[config.mk]
export PLATFORM = sky130hd
export DESIGN_NAME = uart_avmm_master_flat
export DESIGN_NICKNAME = d
export VERILOG_FILES = /design/src/rtl/uart_avmm_master_if.sv /design/src/rtl/uart_avmm_master.sv /design/src/flat_wrapper.sv
export SDC_FILE = /design/constraint.sdc
export NUM_CORES = 1
export LEC_CHECK = 0
export CORE_UTILIZATION = 35
export DETAILED_ROUTE_END_ITERATION = 12
export REMOVE_ABC_BUFFERS = 1
export SETUP_SLACK_MARGIN = 0.02
export SYNTH_ARGS = -nofsm -noshare
export SYNTH_HDL_FRONTEND = slang
export SYNTH_SLANG_ARGS = --single-unit
[constraint.sdc]
create_clock -name clk_i -period 2.4 [get_ports clk_i]
set_clock_uncertainty 0.2 [all_clocks]
set_input_delay 0.36 -clock clk_i [delete_from_list [all_inputs] [get_ports clk_i]]
set_output_delay 0.36 -clock clk_i [all_outputs]
set_load 0.01 [all_outputs]
[src/rtl/uart_avmm_master_if.sv]
// Avalon-MM bus between uart_avmm_master and the 4-bit-address UART core.
interface uart_avmm_master_if;

    logic [3:0] avm_address_o;
    logic       avm_read_o;
    logic       avm_write_o;
    logic [7:0] avm_writedata_o;
    logic [7:0] avm_readdata_i;

    modport master (
        output avm_address_o,
        output avm_read_o,
        output avm_write_o,
        output avm_writedata_o,
        input  avm_readdata_i
    );

    modport slave (
        input  avm_address_o,
        input  avm_read_o,
        input  avm_write_o,
        input  avm_writedata_o,
        output avm_readdata_i
    );

endinterface

[src/rtl/uart_avmm_master.sv]
// Avalon-MM master for the UART core register map: drains a TX byte FIFO into
// the TX data register after polling status, and reads the RX data register
// when the core raises its byte-received pulse.
module uart_avmm_master #(
    parameter int unsigned FIFO_DEPTH      = 4,
    parameter int unsigned READ_LATENCY    = 1,
    parameter int unsigned POST_WRITE_WAIT = 2
) (
    input  logic               clk_i,
    input  logic               arst_n_i,
    input  logic [7:0]         tx_data_i,
    input  logic               tx_valid_i,
    output logic               tx_ready_o,
    output logic [7:0]         rx_data_o,
    output logic               rx_valid_o,
    output logic               rx_overrun_o,
    uart_avmm_master_if.master avm,
    input  logic               irq_i,
    output logic               busy_o
);

    localparam int unsigned PtrW  = (FIFO_DEPTH > 1) ? $clog2(FIFO_DEPTH) : 1;
    localparam int unsigned CntW  = PtrW + 1;
    // Shared counter for read-latency hold and post-write guard.
    localparam int unsigned WaitW = 8;

    localparam logic [3:0] AddrTxData = 4'd0;
    localparam logic [3:0] AddrStatus = 4'd1;
    localparam logic [3:0] AddrRxData = 4'd2;

    typedef enum logic [2:0] {
        StIdle,
        StStRd,
        StStChk,
        StWr,
        StGuard,
        StRxRd,
        StRxOut
    } state_e;

    state_e           r_state, w_state_d;
    logic [WaitW-1:0] r_wait, w_wait_d;
    logic             r_st_ready, w_st_ready_d;

    logic [7:0]       r_mem [FIFO_DEPTH];
    logic [PtrW-1:0]  r_wr_ptr, r_rd_ptr;
    logic [CntW-1:0]  r_count;
    logic             r_ready_en;
    logic             w_full, w_empty, w_push, w_pop;

    logic             r_rx_pending;
    logic             w_rx_clear;
    logic [7:0]       r_rx_data;
    logic             r_rx_valid;
    logic             r_rx_overrun;

    logic [3:0]       r_avm_address, w_avm_address_d;
    logic             r_avm_read, w_avm_read_d;
    logic             r_avm_write, w_avm_write_d;
    logic [7:0]       r_avm_writedata, w_avm_writedata_d;

    // ------------------------------------------------------------------ FIFO
    assign w_full  = (r_count == CntW'(FIFO_DEPTH));
    assign w_empty = (r_count == '0);
    assign w_pop   = (r_state == StWr);
    // A pop in the same cycle frees a slot, so a full FIFO may still accept.
    assign tx_ready_o = r_ready_en && (!w_full || w_pop);
    assign w_push     = tx_valid_i && tx_ready_o;

    // FIFO pointers, occupancy and post-reset ready enable.
    always_ff @(posedge clk_i or negedge arst_n_i) begin
        if (!arst_n_i) begin
            r_wr_ptr   <= '0;
            r_rd_ptr   <= '0;
            r_count    <= '0;
            r_ready_en <= 1'b0;
        end else begin
            r_ready_en <= 1'b1;
            if (w_push) begin
                r_wr_ptr <= r_wr_ptr + PtrW'(1);
            end
            if (w_pop) begin
                r_rd_ptr <= r_rd_ptr + PtrW'(1);
            end
            if (w_push && !w_pop) begin
                r_count <= r_count + CntW'(1);
            end else if (!w_push && w_pop) begin
                r_count <= r_count - CntW'(1);
            end
        end
    end

    // FIFO storage; contents are only meaningful below r_count.
    always_ff @(posedge clk_i) begin
        if (w_push) begin
            r_mem[r_wr_ptr] <= tx_data_i;
        end
    end

    // ------------------------------------------------------------------- FSM
    // State register plus the latency/guard counter and sampled TX ready bit.
    always_ff @(posedge clk_i or negedge arst_n_i) begin
        if (!arst_n_i) begin
            r_state    <= StIdle;
            r_wait     <= '0;
            r_st_ready <= 1'b0;
        end else begin
            r_state    <= w_state_d;
            r_wait     <= w_wait_d;
            r_st_ready <= w_st_ready_d;
        end
    end

    // Next-state: RX service beats TX, and a not-ready poll yields to RX.
    always_comb begin
        w_state_d    = r_state;
        w_wait_d     = r_wait;
        w_st_ready_d = r_st_ready;
        w_rx_clear   = 1'b0;
        unique case (r_state)
            StIdle: begin
                w_wait_d = '0;
                if (r_rx_pending) begin
                    w_state_d = StRxRd;
                end else if (!w_empty) begin
                    w_state_d = StStRd;
                end
            end
            StStRd: begin
                if (r_wait == WaitW'(READ_LATENCY)) begin
                    w_st_ready_d = avm.avm_readdata_i[0];
                    w_state_d    = StStChk;
                end else begin
                    w_wait_d = r_wait + WaitW'(1);
                end
            end
            StStChk: begin
                w_wait_d = '0;
                if (r_st_ready) begin
                    w_state_d = StWr;
                end else if (r_rx_pending) begin
                    w_state_d = StRxRd;
                end else begin
                    w_state_d = StStRd;
                end
            end
            StWr: begin
                w_wait_d  = '0;
                w_state_d = (POST_WRITE_WAIT == 0) ? StIdle : StGuard;
            end
            StGuard: begin
                if (r_wait == WaitW'(POST_WRITE_WAIT - 1)) begin
                    w_state_d = StIdle;
                end else begin
                    w_wait_d = r_wait + WaitW'(1);
                end
            end
            StRxRd: begin
                if (r_wait == WaitW'(READ_LATENCY)) begin
                    w_rx_clear = 1'b1;
                    w_state_d  = StRxOut;
                end else begin
                    w_wait_d = r_wait + WaitW'(1);
                end
            end
            StRxOut: begin
                w_state_d = StIdle;
            end
            default: begin
                w_state_d = StIdle;
            end
        endcase
    end

    // Bus outputs decoded from the next state so they are registered.
    always_comb begin
        w_avm_address_d   = 4'd0;
        w_avm_read_d      = 1'b0;
        w_avm_write_d     = 1'b0;
        w_avm_writedata_d = 8'd0;
        case (w_state_d)
            StStRd: begin
                w_avm_read_d    = 1'b1;
                w_avm_address_d = AddrStatus;
            end
            StRxRd: begin
                w_avm_read_d    = 1'b1;
                w_avm_address_d = AddrRxData;
            end
            StWr: begin
                w_avm_write_d     = 1'b1;
                w_avm_address_d   = AddrTxData;
                w_avm_writedata_d = r_mem[r_rd_ptr];
            end
            default: ;
        endcase
    end

    // Bus output registers.
    always_ff @(posedge clk_i or negedge arst_n_i) begin
        if (!arst_n_i) begin
            r_avm_address   <= 4'd0;
            r_avm_read      <= 1'b0;
            r_avm_write     <= 1'b0;
            r_avm_writedata <= 8'd0;
        end else begin
            r_avm_address   <= w_avm_address_d;
            r_avm_read      <= w_avm_read_d;
            r_avm_write     <= w_avm_write_d;
            r_avm_writedata <= w_avm_writedata_d;
        end
    end

    // ------------------------------------------------------------- RX path
    // A new irq wins over the clear, so an event landing as the read finishes
    // is kept rather than lost.
    always_ff @(posedge clk_i or negedge arst_n_i) begin
        if (!arst_n_i) begin
            r_rx_pending <= 1'b0;
            r_rx_overrun <= 1'b0;
            r_rx_data    <= 8'd0;
            r_rx_valid   <= 1'b0;
        end else begin
            if (irq_i) begin
                r_rx_pending <= 1'b1;
            end else if (w_rx_clear) begin
                r_rx_pending <= 1'b0;
            end
            r_rx_overrun <= irq_i && r_rx_pending && !w_rx_clear;
            if (w_rx_clear) begin
                r_rx_data <= avm.avm_readdata_i;
            end
            r_rx_valid <= (w_state_d == StRxOut);
        end
    end

    assign rx_data_o    = r_rx_data;
    assign rx_valid_o   = r_rx_valid;
    assign rx_overrun_o = r_rx_overrun;
    assign busy_o       = (r_state != StIdle) || !w_empty;

    assign avm.avm_address_o   = r_avm_address;
    assign avm.avm_read_o      = r_avm_read;
    assign avm.avm_write_o     = r_avm_write;
    assign avm.avm_writedata_o = r_avm_writedata;

endmodule

[src/flat_wrapper.sv]
// flat-port wrapper written by rule: the top's interface ports become plain ports
module uart_avmm_master_flat 
#(
    parameter int unsigned FIFO_DEPTH      = 4,
    parameter int unsigned READ_LATENCY    = 1,
    parameter int unsigned POST_WRITE_WAIT = 2
)
  (clk_i, arst_n_i, tx_data_i, tx_valid_i, tx_ready_o, rx_data_o, rx_valid_o, rx_overrun_o, irq_i, busy_o, avm_avm_address_o, avm_avm_read_o, avm_avm_write_o, avm_avm_writedata_o, avm_avm_readdata_i);
  uart_avmm_master_if avm_i ();
  input  logic clk_i;
  input  logic arst_n_i;
  input  logic [7:0] tx_data_i;
  input  logic tx_valid_i;
  output logic tx_ready_o;
  output logic [7:0] rx_data_o;
  output logic rx_valid_o;
  output logic rx_overrun_o;
  input  logic irq_i;
  output logic busy_o;
  output wire logic [$bits(avm_i.avm_address_o)-1:0] avm_avm_address_o;
  output wire logic [$bits(avm_i.avm_read_o)-1:0] avm_avm_read_o;
  output wire logic [$bits(avm_i.avm_write_o)-1:0] avm_avm_write_o;
  output wire logic [$bits(avm_i.avm_writedata_o)-1:0] avm_avm_writedata_o;
  input wire logic [$bits(avm_i.avm_readdata_i)-1:0] avm_avm_readdata_i;
  assign avm_avm_address_o = avm_i.avm_address_o;
  assign avm_avm_read_o = avm_i.avm_read_o;
  assign avm_avm_write_o = avm_i.avm_write_o;
  assign avm_avm_writedata_o = avm_i.avm_writedata_o;
  assign avm_i.avm_readdata_i = avm_avm_readdata_i;
  uart_avmm_master #(.FIFO_DEPTH(FIFO_DEPTH), .READ_LATENCY(READ_LATENCY), .POST_WRITE_WAIT(POST_WRITE_WAIT)) u_core (.clk_i(clk_i), .arst_n_i(arst_n_i), .tx_data_i(tx_data_i), .tx_valid_i(tx_valid_i), .tx_ready_o(tx_ready_o), .rx_data_o(rx_data_o), .rx_valid_o(rx_valid_o), .rx_overrun_o(rx_overrun_o), .avm(avm_i), .irq_i(irq_i), .busy_o(busy_o));
endmodule
==> results of run 1 <==
synth_stat cells, drive strengths merged:
master,instances,share of area (%)
fa,1,0.66
a32oi,1,0.29
a21o,1,0.25
nor3b,2,0.49
mux4,8,5.9
a22o,1,0.29
xor2,5,1.4
nor2,11,1.4
o21ai,4,0.66
or3,3,0.78
nand4,2,0.41
mux2,11,4.9
inv,11,1.4
dfrtp,43,35
a211oi,1,0.25
nor4b,1,0.78
and2,2,0.41
nand4b,1,0.29
nand3b,1,0.25
nand2,8,1.1
xnor2,5,1.4
nor4,1,0.20
ha,7,2.9
edfxtp,32,31
clkbuf,2,0.25
and3b,1,0.29
a31oi,1,0.20
a21oi,4,0.66
conb,2,0.25
buf,5,1.2
nand3,1,0.16
nor2b,9,1.8
and3,5,1.0
nor3,2,0.33
a21boi,1,0.25
nand2b,3,0.61
layer usage:
metal | up-vias | global-route usage (%)
met5 | - | 0
met4 | 0 | 6.34
met3 | 7 | 4.31
met2 | 29 | 19.5
met1 | 874 | 17.6
li1 | 820 | -
cell type report:
cell class,instances,area share [%]
clock buffers,10,3.27
well taps,105,3.37
multi-input cells,107,25.0
inverters,11,1.06
clock inverters,6,1.86
repair buffers,54,13.1
flip-flops and latches,75,52.3
cell families (layout without fill, tap and decap cells):
group                      count (synthesis)  count (layout)
DFF                                       75              75
and+or+nand+nor                           53              53
muxes                                     19              19
buffers and inverters                     18              81
AOI/OAI and AO/OA                         14              14
xor gates and xnor gates                  10              10
adders and majority gates                  8               8
other                                      2               3
worst max-delay path, cell delays in order, from the launching register on:
cell,delay [ns]
dfrtp_1,0.38
nand3b_1,0.22
a31oi_2,0.25
buf_4,0.14
and2_4,0.15
ha_4,0.14
inv_2,0.04
fa_2,0.33
xor2_1,0.15
nor2_1,0.12
xor2_1,0.15
flip-flops by register name (all words and copies together) (netlist names):
| name | count |
|---|---|
| u_core.r_wr_ptr | 2 |
| u_core.avm.avm_write_o | 1 |
| u_core.rx_valid_o | 1 |
| u_core.rx_data_o | 8 |
| u_core.avm.avm_address_o | 2 |
| u_core.r_st_ready | 1 |
| u_core.r_wait | 8 |
| u_core.r_ready_en | 1 |
| u_core.rx_overrun_o | 1 |
| u_core.r_rx_pending | 1 |
| u_core.avm.avm_writedata_o | 8 |
| u_core.r_rd_ptr | 2 |
| u_core.r_mem | 32 |
| u_core.r_count | 3 |
| u_core.r_state | 3 |
| u_core.avm.avm_read_o | 1 |
per-stage QoR:
stage                     utilization [%]  total power (W)  hold slack (ns)
after floorplan                         -          0.00264           -0.136
after global placement               43.5          0.00311            0.281
after detailed placement             43.5          0.00314            0.290
after CTS                            46.2          0.00414            0.309
after global routing                 46.7          0.00443            0.333
final                                46.7          0.00416            0.305
placed cells by master, fill, tap and decap left out, types with 2 or more instances in the layout:
cell,netlist,final
mux2_4,7,7
ha_1,7,6
nor2_1,11,11
buf_4,2,10
and3_1,5,5
xor2_1,5,5
edfxtp_1,32,32
mux2_2,4,4
nor3_1,2,2
o21ai_0,4,4
clkinv_4,0,2
inv_1,11,10
inv_6,0,2
nand4_1,2,2
clkbuf_8,0,9
a21oi_1,4,4
mux4_2,8,8
nand2_1,7,7
dfrtp_1,43,43
nor2b_1,9,9
nand2b_1,3,3
or3_1,2,2
conb_1,2,3
xnor2_1,5,5
nor3b_1,2,2
clkdlybuf4s50_1,0,40
power groups by stage:
stage | Clock, W | Sequential [W] | Combinational (W)
floorplan | 0 | 0.00193 | 0.000714
global placement | 0 | 0.00190 | 0.00122
detailed placement | 0 | 0.00191 | 0.00124
CTS | 0.00101 | 0.00189 | 0.00125
global route | 0.00107 | 0.00194 | 0.00142
finish | 0.000980 | 0.00190 | 0.00128
worst paths after layout:
kind | end | slack [ns] | cells past startpoint
max | u_core.r_count[2] | 0.06 | 10
min | u_core.rx_data_o[0] | 0.30 | 1
max reg2reg | u_core.r_count[2] | 0.06 | 10
min reg2reg | u_core.rx_data_o[0] | 0.30 | 1
max in group asynchronous | u_core.r_state[1] | 1.18 | 3
min in group asynchronous | u_core.avm.avm_address_o[1] | 0.43 | 3
timing repair:
action	4_1_cts	5_1_grt
gates resized for setup	2	9
hold buffers	1	0
buffers inserted	1	1
pin swaps	1	2
endpoints found under the hold margin	43	0
endpoints found under the setup margin	2	3
==> results by group, run 1 <==
Pwr
  • Sw Share: 30.8%
  • Power Density: 1070 nW/µm²
  • P_sw: 0.00128 W
  • Static leakage: 1.58 nW
  • Reg power frac: 45.6%
  • Clock power share: 23.6%
  • Comb power frac: 30.8%
  • Maximum vdd ir drop: 0.521 mV
  • Int Pwr: 0.00287 W

STA
  • Crit path time final: 2.34 ns
  • Relative slew slack: 61.7%
  • Final setup fails: 0
  • Final period util: 97.6%
  • Hold Vio Cnt, Final: 0
  • FMAX: 427 MHz
  • Setup ws final: 0.0581 ns
  • Slew Viols, Final: 0
  • Slew @ Worst Pin: 0.574 ns
  • Setup_tns: 0 ns
  • Unrepaired setup endpoints after global routing: yes

Synthesis
  • XOR/XNOR Fraction of Synth Area: 2.87%
  • Yosys warning count: 0
  • Netlist cell types: 42
  • Mux cell area share after synthesis: 10.8%
  • Largest family of logic cells by synthesized area: multiplexers
  • Post-synthesis compound-gate area fraction: 2.83%
  • Seq/Total Area, Yosys: 66.7%
  • Synthesized area: 3060 µm²
  • Simple-gate share of the synthesized area: 10.3%
  • #FFs+latches synth: 75
  • Syn_area_per_cell: 15.4 µm²
  • Mapped Cells: 199
  • Synth Area in Adders: 3.52%

Clock network
  • Worst-Skew Late Latency: 0.35 ns
  • Clk pin slew, worst setup/hold paths: 0.08 ns
  • CTS root buffer: clkbuf_8
  • Cts bufs inserted: 9
  • Clk buf depth: 2
  • H-Tree Depth: 3
  • CTS Sinks: 75
  • CTS tree: yes

Route
  • Iter 0 DRT Violations: 70
  • Top Metal Used: met4
  • Vias: 1730
  • DR vias/cell: 4.70
  • Antenna Nets Post-Route: 0
  • WL met2: 2650 µm
  • Final WL: 5410 µm
  • M1 WL: 2500 µm
  • Met3 wire len: 165 µm
  • DRT Pass-1 Iters: 4
  • Remaining DRCs: 0
  • Average wire per standard cell: 14.7 µm

Run status
  • Run status: finished, final reports clean

Worst hold path
  • HP Start: u_core.rx_data_o[0]
  • Hold Path Class: register to register

Critical path
  • Data arrival, critical path: 2.41 ns
  • Worst setup SP type: register
  • Crit-path max FO: 2
  • Crit. End Element: register
  • Kind of critical path: register to register
  • CP startpoint: u_core.r_state[2]
  • WP data required: 2.47 ns
  • R2R Path Start: u_core.r_state[2]

Layout
  • Area of the multi-input gates: 976 µm²
  • Register Area: 2040 µm²
  • Antenna fix cells: 0
  • Layout Nets: 286
  • Finished Cell Area: 3900 µm²
  • Layout area overhead: 27.6%
  • Post-Layout Cell Count: 368
  • Fillers: 751
  • Layout cells sized above 1: 20.5%

Placement
  • Dpl ws: 0.107 ns
  • GPL Wtd Cong: 0.763
  • Placed wire-length estimate: 3480 µm
  • Placed Cells: 349
  • Cell Area, Placed: 3630 µm²
  • Port Buffers: 43

Floorplan
  • Die Area: 9110 µm²
  • Die X: 95.4 µm
  • IO Count: 46
  • # rows: 33
  • Die height: 95.4 µm
  • Core area: 8340 µm²
  • Initial Util: 36.6%

Flow run
  • Max Cap Violations: 0

Global routing
  • Gr ovfl total: 0
  • Vias in the first global route: 1707
  • Largest net degree at the start of global routing: 44
  • First-pass GRT wire length: 8640 µm
  • Total track usage: 13.2%
  • Initial antenna violation count: 0
Power figures use the tool's default switching activity.
==> run 2, diff against run 1 <==
Settings changed: ABC_CLOCK_PERIOD_IN_PS set to 2400.
==> results of run 2 <==
No change in the layout: final DEF, timing and power equal those of run 1.
==> run 3, diff against run 2 <==
Settings changed: CORE_ASPECT_RATIO set to 1.5.
==> run 3 against run 2 <==
- global-route usage increased by 0.33 points
- sequential cell count unchanged
- count of clock-buffer cells in the layout unchanged
- utilization increased by 0.45 points
- non-clock buffer count unchanged
- critical path type unchanged
- cell count increased by 0.54%
- routed wire length about the same
==> results by group, run 3 (synthesized netlist as in run 1, its figures left out) <==
Layout
  • Layout area overhead: 30.7% (was 27.6%)
  • Number of flip-flops in the largest register: 32 (unchanged)
  • Layout Nets: 286 (unchanged)
  • Layout cells sized above 1: 20.2% (was 20.5%)
  • Fillers: 763 (was 751)
  • Most common cell after layout, fill and taps aside: dfrtp_1 (unchanged)
  • Finished Cell Area: 3990 µm² (was 3900 µm²)
  • Post-layout util: 47.2% (was 46.7%)
  • Antenna fix cells: 0 (unchanged)
  • Largest Register: u_core.r_mem (unchanged)
  • Most frequent cells in the layout: dfrtp_1 (43), clkdlybuf4s50_1 (40), edfxtp_1 (32) (unchanged)

Global routing
  • Largest net degree at the start of global routing: 26 (was 44)
  • First-pass GRT wire length: 8840 µm (was 8640 µm)
  • Total track usage: 13.6% (was 13.2%)
  • Gr ovfl total: 0 (unchanged)
  • Initial antenna violation count: 0 (unchanged)
  • Vias in the first global route: 1754 (was 1707)

Route
  • Average wire per standard cell: 14.6 µm (was 14.7 µm)
  • Remaining DRCs: 0 (unchanged)
  • Final WL: 5410 µm (about the same)
  • Vias: 1717 (was 1730)
  • Antenna Nets Post-Route: 0 (unchanged)
  • DRT Pass-1 Iters: 4 (unchanged)
  • Iter 0 DRT Violations: 53 (was 70)
  • DR vias/cell: 4.64 (was 4.70)

STA
  • Final setup fails: 0 (unchanged)
  • Unrepaired setup endpoints after global routing: yes (unchanged)
  • Hold Vio Cnt, Final: 0 (unchanged)
  • Crit path time final: 2.28 ns (was 2.34 ns)
  • FMAX: 439 MHz (was 427 MHz)
  • Slew Viols, Final: 0 (unchanged)
  • Final period util: 94.8% (was 97.6%)

Pwr
  • Clock power share: 29.5% (was 23.6%)
  • Power Density: 1120 nW/µm² (was 1070 nW/µm²)
  • P_sw: 0.00129 W (was 0.00128 W)
  • Sw Share: 28.8% (was 30.8%)
  • Reg power frac: 41.9% (was 45.6%)
  • Static leakage: 1.62 nW (was 1.58 nW)
  • Int Pwr: 0.00318 W (was 0.00287 W)
  • Comb power frac: 28.5% (was 30.8%)
  • Maximum vdd ir drop: 0.492 mV (was 0.521 mV)

Critical path
  • CP bufs+invs: 2 (unchanged)
  • Crit. End Element: register (unchanged)
  • Critical path's slowest cell: dfrtp_1 (unchanged)
  • R2R Path Start: u_core.r_state[2] (unchanged)
  • Worst-path cell chain: nand3b_1 > a31oi_2 > buf_4 > and2_4 > ha_4 > inv_1 > fa_2 > xor2_1 > nor2_1 > xor2_1 (was nand3b_1 > a31oi_2 > buf_4 > and2_4 > ha_4 > inv_2 > fa_2 > xor2_1 > nor2_1 > xor2_1)
  • WP data required: 2.46 ns (was 2.47 ns)
  • Crit path max-delay family: simple AND/OR/NAND/NOR gates (unchanged)
  • Kind of critical path: register to register (unchanged)
  • CP startpoint: u_core.r_state[2] (unchanged)
  • Data arrival, critical path: 2.34 ns (was 2.41 ns)
  • Worst path max stage delay: 0.37 ns (was 0.38 ns)
  • Crit-path max FO: 2 (unchanged)
  • Crit-path most repeated cell: xor2_1 (unchanged)
  • Worst setup SP type: register (unchanged)

Floorplan
  • # rows: 41 (was 33)
  • Die X: 78.3 µm (was 95.4 µm)
  • Core area: 8460 µm² (was 8340 µm²)
  • Die Area: 9120 µm² (was 9110 µm²)
  • Initial Util: 36.1% (was 36.6%)
  • IO Count: 46 (unchanged)
  • Die height: 116 µm (was 95.4 µm)

Clock network
  • CTS Sinks: 75 (unchanged)
  • CTS root buffer: clkbuf_16 (was clkbuf_8)
  • Clk pin slew, worst setup/hold paths: 0.06 ns (was 0.08 ns)
  • Clk buf depth: 2 (unchanged)
  • H-Tree Depth: 3 (unchanged)
  • Worst-Skew Late Latency: 0.33 ns (was 0.35 ns)
  • CTS tree: yes (unchanged)
  • Cts bufs inserted: 9 (unchanged)

Placement
  • Port Buffers: 43 (unchanged)
  • Cell Area, Placed: 3630 µm² (about the same)
  • GPL Wtd Cong: 0.734 (was 0.763)
  • Placed wire-length estimate: 3590 µm (was 3480 µm)

Worst hold path
  • Hold Path Class: primary input to async pin (was register to register)

Run status
  • Run status: finished, final reports clean (unchanged)

Flow run
  • Max Cap Violations: 0 (unchanged)
run 3: changes by cell type in the layout (fill, tap and decap cells not counted), sizes merged:
cell and change:
clkinv +1, inv -1
run 3: metrics by stage:
step | setup WS [ns] | hold slack [ns] | TNS, ns | instances | power, W
after detailed placement | 0.116 | 0.123 | 0 | 351 | 0.00314
final | 0.124 | 0.301 | 0 | 370 | 0.00447
after floorplan | -0.193 | -0.136 | -0.353 | 193 | 0.00264
after global routing | -0.0108 | 0.322 | -0.0108 | 370 | 0.00475
after global placement | 0.148 | 0.115 | 0 | 351 | 0.00312
after CTS | 0.0342 | 0.310 | 0 | 369 | 0.00450
run 3: per-layer routing:
metal | GRT usage [%] | part of all wire (%) | vias up
li1 | - | - | 820
met1 | 15.5 | 41 | 853
met2 | 22.6 | 53 | 37
met3 | 4.53 | 4.2 | 7
met4 | 7.04 | 2.2 | 0
met5 | 0 | 0 | -
run 3: worst paths after layout:
check | depth (start not counted) | endpoint | slack, ns
max in group asynchronous | 3 | u_core.r_rd_ptr[1] | 1.03
hold / removal | 2 | u_core.rx_data_o[0] | 0.30
hold reg to reg | 1 | u_core.rx_data_o[2] | 0.31
setup reg to reg | 10 | u_core.r_count[2] | 0.12
setup / recovery | 10 | u_core.r_count[2] | 0.12
min in group clk_i | 1 | u_core.rx_data_o[2] | 0.31
run 3: worst reg2reg max path, stage by stage (launching register included):
cell and delay (ns):
dfrtp_1 0.37, nand3b_1 0.20, a31oi_2 0.23, buf_4 0.14
and2_4 0.15, ha_4 0.12, inv_1 0.05, fa_2 0.34
xor2_1 0.15, nor2_1 0.12, xor2_1 0.15
run 3: repair_timing:
action                     CTS  global route
hold endpoints to repair    18             0
resized for setup            2             8
setup endpoints to repair    2             3
gates cloned                 0             0
pin swaps                    1             3
hold buffers                 1             0
buffers inserted             1             1
run 3: cell type report:
cell class / instances / area [µm²] / area share (%)
sequential: 75 / 2040 / 51.0
multi-input combinational: 107 / 976 / 24.4
timing repair buffer: 54 / 512 / 12.8
clock buffer: 10 / 229 / 5.73
tap: 107 / 134 / 3.35
clock inverter: 6 / 65.1 / 1.63
inverter: 11 / 41.3 / 1.03
run 3: power groups by stage:
stage | Sequential (W) | Clock [W] | Combinational (W)
floorplan | 0.00193 | 0 | 0.000714
global placement | 0.00187 | 0 | 0.00124
detailed placement | 0.00188 | 0 | 0.00126
CTS | 0.00187 | 0.00135 | 0.00128
global route | 0.00191 | 0.00142 | 0.00142
finish | 0.00187 | 0.00132 | 0.00128
==> patch (settings of run 1) <==
The 7 states of `state_e` get a one-hot encoding in 7 bits.
--- a/src/rtl/uart_avmm_master.sv
+++ b/src/rtl/uart_avmm_master.sv
@@ -29,12 +29,12 @@
     localparam logic [3:0] AddrRxData = 4'd2;
 
-    typedef enum logic [2:0] {
-        StIdle,
-        StStRd,
-        StStChk,
-        StWr,
-        StGuard,
-        StRxRd,
-        StRxOut
+    typedef enum logic [6:0] {
+        StIdle  = 7'b0000001,
+        StStRd  = 7'b0000010,
+        StStChk = 7'b0000100,
+        StWr    = 7'b0001000,
+        StGuard = 7'b0010000,
+        StRxRd  = 7'b0100000,
+        StRxOut = 7'b1000000
     } state_e;
 
Function: same outputs for any inputs over 10 cycles, from zero or initial values and one cycle with arst_n_i low; not proved beyond that.
==> patch against run 1 <==
Sequential cell count increased by 4. Sequential power decreased by 4%. Largest cell class unchanged. Wire length increased by 14%. Count of clock-buffer cells in the layout increased by 1. Via count increased by 17%. Synthesized area increased by 8.6%. First-iteration DRC count increased by 90%. Fmax decreased by 1.9%. Setup slack got worse by 0.045 ns. Final area increased by 9.9%. Total power decreased by 5.3%. The run now ends with design-rule violations left. Critical path type unchanged.
==> patch: results (changes against run 1) <==
* Status: finished with violations
* Failing checks: design-rule violations
* Yosys cell types at 52 (+24%)
* First-pass GRT wire length at 10100 um (+17%)
* Post-synthesis async set-or-reset flop share at 59.5% (+2.2 points)
* Post-CTS sizing at 6 (+4)
* Setup WS pre-CTS at 0.00329 ns (-0.104 ns)
* DRC Markers at 2 (+2)
* Initial antenna violation count at 0 (unchanged)
* Finished Layout Cells at 413 (+12%)
* WL met3 at 152 um (-7.9%)
* Tot GR Track Use at 13.7% (+0.48 points)
* Register area share after synthesis at 64.4% (-2.2 points)
* WL/cell at 15.0 um (+2.0%)
* Post-synthesis adder-cell area fraction at 3.24% (-0.28 points)
* Crit path largest cell delay at 0.42 ns (+0.04 ns)
* Hold Path End: u_core.r_wait[7]
* M1 WL at 2890 um (+15%)
* Synth Area in XOR/XNOR at 2.38% (-0.49 points)
* Top cells by count, synth: dfrtp_1 (46), edfxtp_1 (32), inv_1 (10)
* Critical path peak fanout at 3 (+1)
* Vias in the first global route at 2022 (+18%)
* Met2 Usage GRT at 21.2% (+1.6 points)
* Largest net degree at the start of global routing at 27 (-39%)
* Hold path cells at 1 (unchanged)
* Crit path arrival time at 2.42 ns
* HPWL after DPL at 4290 um (+23%)
* Min-delay src: u_core.r_wait[7]
* Share of cells above drive strength 1 at 25.5% (+5.0 points)
* Filler Cell Count at 819 (+9.1%)
* DR WL met2 at 3040 um (+15%)
* Peak supply drop at 0.368 mV (-29%)
* Grt met3 use at 3.72% (-0.58 points)
* Cells after synthesis at 224 (+13%)
* DRC violation total after the first TritonRoute iteration at 133 (+90%)
* H-tree levels at 3 (unchanged)
* Reg2reg end: u_core.r_count[1]
* M1 GR Usage at 17.7% (+0.060 points)
* Leakage power at 1.74 nW (+11%)
* FMAX at 419 MHz (-1.9%)
* Final net count at 325 (+14%)
* Root Driver: clkbuf_8
* Via/cell ratio at 4.89 (+4.0%)
* DR pass1 iterations at 8 (+4)
* TritonCTS Buffers at 9 (unchanged)
* CP top delay family: adder cells
* Worst-margin pin slew at 0.702 ns (+0.128 ns)
* Multiplexer share of the synthesized area at 9.77% (-1.0 points)
* Worst min path class: flip-flop to flip-flop
* Synth Area in Compound Gates at 6.67% (+3.8 points)
* Slowest stage cell, crit path: fa_2
* Reg2reg start: u_core.r_state[1]
* Placed cells at 392 (+12%)
* Worst hold slack at 0.300 ns (-0.00441 ns)
* Max Root-Sink Buffers at 2 (unchanged)
* RD Place Congestion at 0.837 (+9.8%)
* Cells on worst reg2reg path at 9 (-1)
* Ranking of synthesized cells by area: dfrtp_1 (35%), edfxtp_1 (29%), mux4_2 (5.4%)
-- patch: changes by cell type after synthesis, sizes merged, moves of 4 or more --
cell,change
buf,+5
o21ai,+4
a21oi,-4
nor2,-4
nand3,+8
-- patch: per-stage QoR --
step,cell area [sq um],setup TNS (ns),util (%)
after floorplan,3250,-0.502,-
after global routing,4280,-0.190,46.6
after global placement,4010,0,43.6
after detailed placement,4010,0,43.6
after CTS,4230,0,45.9
final,4280,0,46.6
-- patch: worst max path at each step --
stage | from | depth (start not counted) | to
after global routing | u_core.r_state[1] | 10 | u_core.r_count[2]
after global placement | u_core.r_state[5] | 10 | u_core.r_count[2]
final | u_core.r_state[1] | 9 | u_core.r_count[1]
after detailed placement | u_core.r_state[5] | 10 | u_core.r_count[2]
after CTS | u_core.r_state[5] | 10 | u_core.r_count[2]
after floorplan | u_core.r_state[1] | 9 | u_core.r_count[2]
-- patch: cells by family (layout without fill, tap and decap cells) --
kind of cell / Yosys count / after routing
adders and majority gates: 8 / 8
AOI/OAI and AO/OA: 29 / 29
and+or+nand+nor: 54 / 54
xor gates and xnor gates: 9 / 9
DFF: 79 / 79
muxes: 21 / 21
other: 2 / 3
buffers and inverters: 22 / 99
-- patch: cell type report --
class	instances	share of cell area, %
clock buffers	11	3.80
clock inverters	5	0.876
inverters	10	0.876
multi-input cells	124	25.8
flip-flops and latches	79	49.9
well taps	111	3.24
repair buffers	73	15.5
-- patch: report_power, final --
group | switching (mW) | leakage (nW) | total (mW) | internal [mW]
clock | 0.490 | 0.0987 | 0.961 | 0.471
sequential | 0.162 | 0.897 | 1.82 | 1.66
combinational | 0.548 | 0.749 | 1.16 | 0.610
total | 1.20 | 1.74 | 3.94 | 2.74
